[config.mk]
export PLATFORM = sky130hd
export DESIGN_NAME = alu_arbiter
export DESIGN_NICKNAME = d
export VERILOG_FILES = /design/src/rtl/alu_pkg.sv /design/src/rtl/rr_pick.sv /design/src/rtl/alu_arbiter.sv
export SDC_FILE = /design/constraint.sdc
export NUM_CORES = 1
export LEC_CHECK = 0
export ABC_AREA = 0
export BUFFER_PORTS_ARGS = -buffer_cell sky130_fd_sc_hd__clkbuf_2
export CELL_PAD_IN_SITES_DETAIL_PLACEMENT = 2
export CELL_PAD_IN_SITES_GLOBAL_PLACEMENT = 2
export CORE_AREA = 3 3 69 71
export CTS_CLUSTER_DIAMETER = 80
export DETAILED_ROUTE_END_ITERATION = 16
export DIE_AREA = 0 0 72 74
export PLACE_DENSITY = 0.83
export SLEW_MARGIN = 20
export SYNTH_ARGS = -nofsm -noshare
export SYNTH_HDL_FRONTEND = slang
export SYNTH_HIERARCHICAL = 1
export SYNTH_SLANG_ARGS = --single-unit
export TNS_END_PERCENT = 5
[constraint.sdc]
create_clock -name clk -period 3.5 [get_ports clk]
set_input_delay 0.175 -clock clk [delete_from_list [all_inputs] [get_ports clk]]
set_output_delay 0.175 -clock clk [all_outputs]
set_load 0.05 [all_outputs]
[src/rtl/alu_pkg.sv]
// Shared definitions for the ALU arbiter slice.
//   W        operand/result width (only 4 is supported)
//   OP_*     opcode encodings; 100-111 are illegal
//   state_t  response-slot state (EMPTY / FULL)
package alu_pkg;

   localparam int unsigned W = 4;

   localparam logic [2:0] OP_ADD = 3'b000;
   localparam logic [2:0] OP_SUB = 3'b001;
   localparam logic [2:0] OP_AND = 3'b010;
   localparam logic [2:0] OP_OR  = 3'b011;

   typedef enum logic {
      EMPTY = 1'b0,
      FULL  = 1'b1
   } state_t;

endpackage

[src/rtl/rr_pick.sv]
// Two-way round-robin choice.
//   valid[1:0]  requester n has work pending
//   last_grant  index of the most recently accepted requester
//   slot_free   downstream can take a transfer this cycle
//   grant[1:0]  one-hot (or zero) winner
module rr_pick (
   input  logic [1:0] valid,
   input  logic       last_grant,
   input  logic       slot_free,
   output logic [1:0] grant
);

   always_comb begin
      grant = '0;
      if (slot_free) begin
         // On a tie, the requester that did not win last time goes first.
         if (valid[0] && (!valid[1] || last_grant)) begin
            grant[0] = 1'b1;
         end else if (valid[1]) begin
            grant[1] = 1'b1;
         end
      end
   end

endmodule

[src/rtl/alu_arbiter.sv]
// Two requesters share one ALU through round-robin arbitration and a
// one-entry registered response slot.
//   clk, rst                 clock, synchronous active-high reset
//   reqN_valid/ready         requester handshake (N = 0, 1)
//   reqN_a/b/c/op            operands, carry/borrow-in, opcode
//   rsp_valid/ready          response handshake
//   rsp_id/result/carry/err  held response
// Optional: define ALU_ARB_ZERO_FLAG_EN to add rsp_zero (result == 0).
module alu_arbiter #(
   parameter int unsigned W = alu_pkg::W
) (
   input  logic         clk,
   input  logic         rst,
   input  logic         req0_valid,
   output logic         req0_ready,
   input  logic [W-1:0] req0_a,
   input  logic [W-1:0] req0_b,
   input  logic         req0_c,
   input  logic [2:0]   req0_op,
   input  logic         req1_valid,
   output logic         req1_ready,
   input  logic [W-1:0] req1_a,
   input  logic [W-1:0] req1_b,
   input  logic         req1_c,
   input  logic [2:0]   req1_op,
   output logic         rsp_valid,
   input  logic         rsp_ready,
   output logic         rsp_id,
   output logic [W-1:0] rsp_result,
   output logic         rsp_carry,
   output logic         rsp_err
`ifdef ALU_ARB_ZERO_FLAG_EN
   ,output logic        rsp_zero
`endif
);

   import alu_pkg::*;

   state_t       state, state_nxt;
   logic         last_grant;
   logic         slot_free;
   logic [1:0]   grant;
   logic         accept;

   logic [W-1:0] op_a, op_b;
   logic         op_c;
   logic [2:0]   op_code;
   logic [W:0]   alu_wide;
   logic         alu_err;

   // A full slot being drained this cycle can be refilled in the same cycle.
   assign slot_free = (state == EMPTY) || rsp_ready;

   rr_pick u_pick (
      .valid      ({req1_valid, req0_valid}),
      .last_grant (last_grant),
      .slot_free  (slot_free && !rst),
      .grant      (grant)
   );

   assign req0_ready = grant[0];
   assign req1_ready = grant[1];
   assign accept     = |grant;
   assign rsp_valid  = (state == FULL);

   always_comb begin
      op_a    = req0_a;
      op_b    = req0_b;
      op_c    = req0_c;
      op_code = req0_op;
      if (grant[1]) begin
         op_a    = req1_a;
         op_b    = req1_b;
         op_c    = req1_c;
         op_code = req1_op;
      end
   end

   // Bit W carries ADD carry-out or SUB borrow (the difference wraps negative).
   always_comb begin
      alu_wide = '0;
      alu_err  = 1'b0;
      case (op_code)
         OP_ADD:  alu_wide = {1'b0, op_a} + {1'b0, op_b} + {{W{1'b0}}, op_c};
         OP_SUB:  alu_wide = {1'b0, op_a} - {1'b0, op_b} - {{W{1'b0}}, op_c};
         OP_AND:  alu_wide = {1'b0, op_a & op_b};
         OP_OR:   alu_wide = {1'b0, op_a | op_b};
         default: alu_err  = 1'b1;
      endcase
   end

   always_comb begin
      state_nxt = state;
      case (state)
         EMPTY:   if (accept) state_nxt = FULL;
         FULL:    if (rsp_ready && !accept) state_nxt = EMPTY;
         default: state_nxt = EMPTY;
      endcase
   end

   always_ff @(posedge clk) begin
      if (rst) begin
         state <= EMPTY;
      end else begin
         state <= state_nxt;
      end
   end

   always_ff @(posedge clk) begin
      if (rst) begin
         last_grant <= 1'b1;
         rsp_id     <= 1'b0;
         rsp_result <= '0;
         rsp_carry  <= 1'b0;
         rsp_err    <= 1'b0;
`ifdef ALU_ARB_ZERO_FLAG_EN
         rsp_zero   <= 1'b0;
`endif
      end else if (accept) begin
         last_grant <= grant[1];
         rsp_id     <= grant[1];
         rsp_result <= alu_wide[W-1:0];
         rsp_carry  <= alu_wide[W];
         rsp_err    <= alu_err;
`ifdef ALU_ARB_ZERO_FLAG_EN
         rsp_zero   <= (alu_wide[W-1:0] == '0);
`endif
      end
   end

endmodule

==> impl_metrics.json <==
{
  "first_pass_iters": 2,
  "slew_headroom_pct": 58.3,
  "slew_viol_final": 0,
  "ys.flop_type": "dfxtp_1",
  "htree_levels": 1,
  "clk_latency_ps": 230,
  "fin_setup_tns_ps": 0,
  "syn_to_final_growth_pct": 29.5,
  "hold-worst-slack_ps": 213,
  "synth_top_area_share_pct": 17.9,
  "core_area_um2": 4290,
  "clkSinkCount": 9,
  "async_flop_share_pct": 0,
  "synth_edf_count": 0,
  "synth.top_cells.by_area": "dfxtp_1, ha_1, fa_1",
  "p_per_area_nw_per_um2": 319,
  "ctsLongestPathBuffers": 2,
  "worstPathRequired_ps": 3620,
  "final_nets": 207,
  "placement.io_buffers": 38,
  "routed_wl_um": 2910,
  "syn-instance-count": 122,
  "grt_antenna_before_repair": 0,
  "syn_area_um2": 1010,
  "grt_pass1_wl_um": 4770,
  "vias_per_cell": 4.80,
  "antenna_left": 0,
  "critPathMaxFanout": 23,
  "cp.arrival_ps": 3130,
  "status": "completed",
  "maxCapViolCount": 0,
  "ir_worst_vdd_uv": 89.3,
  "synth_commonest_cells": "inv_1, ha_1, a21oi_1",
  "drt_iter0_drc": 31,
  "holdBufCountCts": 0,
  "dp_hpwl_um": 2520,
  "start_util_pct": 23.4,
  "place_inst": 209,
  "grt_max_degree": 24,
  "hp-class": "primary input to register",
  "finalCriticalPeriod_ps": 3000,
  "finalCritPeriodShare_pct": 85.8,
  "grt_setup_unrepaired": "false",
  "post-cts-setup-buffers": 0,
  "grt_usage_pct": 11.1,
  "fmax_ghz": 0.333,
  "avgSynthCellArea_um2": 8.25,
  "critPathCaptureType": "register",
  "grt_pass1_vias": 1089,
  "finalHoldViolCount": 0,
  "yosysTopAreaCell": "dfxtp_1",
  "path_clk_slew_ps": 50,
  "yosysWarnings": 6,
  "power_leakage_nw": 0.641,
  "die_area_um2": 5330,
  "cts_tree": "built",
  "route.detailed.drc": 0,
  "routabilityCongestion": 0.734,
  "rows": 24,
  "wire_per_inst_um": 13.7,
  "die_h_um": 74,
  "num_antenna_cells": 0,
  "ios": 39,
  "critical_path_class": "register to register",
  "drive_gt1_share_pct": 29.2,
  "cts_resized": 0,
  "crit_path_start_kind": "register",
  "synth_cell_type_count": 34,
  "synthMostInstantiatedCell": "inv_1",
  "finalNonFillerCells": 213,
  "root_buffer": "clkbuf_8",
  "total_power_mw": 0.415,
  "ys_seq_elements": 9,
  "cts-buffers-inserted": 3,
  "setup_viol": 0,
  "num_vias": 1022,
  "synth_nets": 167,
  "skew_ps": 3.57,
  "worst_pin_slew_ps": 620,
  "dieWidth_um": 72,
  "yosysSeqAreaShare_pct": 17.9,
  "overflow": 0
}
[area by class of cell]
cell class | count | area, um^2
sequential | 9 | 181
tap | 52 | 65.1
multi-input combinational | 88 | 734
timing repair buffer | 39 | 198
inverter | 21 | 78.8
clock buffer | 4 | 45.0
fill | 508 | 2990
[flip-flops by register name (all words and copies together) (netlist names)]
register	cells
rsp_err	1
rsp_carry	1
last_grant	1
rsp_valid	1
rsp_result	4
rsp_id	1
[layout by cell type (no fill, tap or decap), drive strengths merged]
master   n
a211o    1
dfxtp    9
a221o    1
inv     21
ha      12
a211oi   2
o22ai    1
o211ai   1
o21ai    3
a21oi   11
o41ai    1
o32a     1
nor2b    4
clkbuf  42
xnor2    3
nor3     3
nand2b   2
buf      1
a21o     2
mux2i    8
nand3b   1
a32o     2
fa       4
nor2     6
o32ai    1
a22o     1
nand2    9
mux2     2
o221ai   5
a31oi    1
[cells by family after synthesis]
logic type               synth area share, %
AO/OA/AOI/OAI                           24.3
buffers and inverters                   10.2
AND/OR/NAND/NOR                         11.6
adder cells (fa/ha/maj)                 22.9
multiplexers                            10.6
flip-flops                              17.9
XOR/XNOR                                2.61
[layer usage]
metal  routed length (um)  global-route usage, %
met5                    0                      0
met4                    0                   2.51
met3                  110                   1.35
met2                 1650                   23.3
met1                 1150                   11.7
[power by group]
| group | switching (mW) | internal (mW) | leakage, nW |
|---|---|---|---|
| logic | 0.109 | 0.0730 | 0.545 |
| registers | 0.00358 | 0.109 | 0.0738 |
| clock network | 0.0409 | 0.0794 | 0.0228 |
| total | 0.154 | 0.261 | 0.641 |
[final timing paths]
check                                to  slack, ps                  startpoint  cells past startpoint
min                rsp_valid$_SDFF_PP0_        210                         rst                      2
min reg2reg  rsp_result[0]$_SDFFE_PP0P_        450  rsp_result[0]$_SDFFE_PP0P_                      2
max reg2reg  rsp_result[3]$_SDFFE_PP0P_        500        rsp_valid$_SDFF_PP0_                     11
max          rsp_result[3]$_SDFFE_PP0P_        500        rsp_valid$_SDFF_PP0_                     11
[critical path, stage by stage, from the launching register on]
cell	delay, ps
dfxtp_2	310
nand2b_1	70
nor2b_1	180
nand2_1	120
a21oi_4	230
buf_4	320
mux2i_1	340
ha_1	330
ha_1	340
xnor2_1	150
a221o_1	320
a22o_1	190
[per-stage QoR]
step                utilization, %  setup slack [ps]  instance area (um^2)
floorplan                        -              52.2                  1030
global placement              29.3               505                  1260
detailed placement            29.3               468                  1260
CTS                           30.3               453                  1300
global route                  30.3               225                  1300
finish                        30.3               497                  1300
Note: power is estimated with default switching activity, not from simulation.
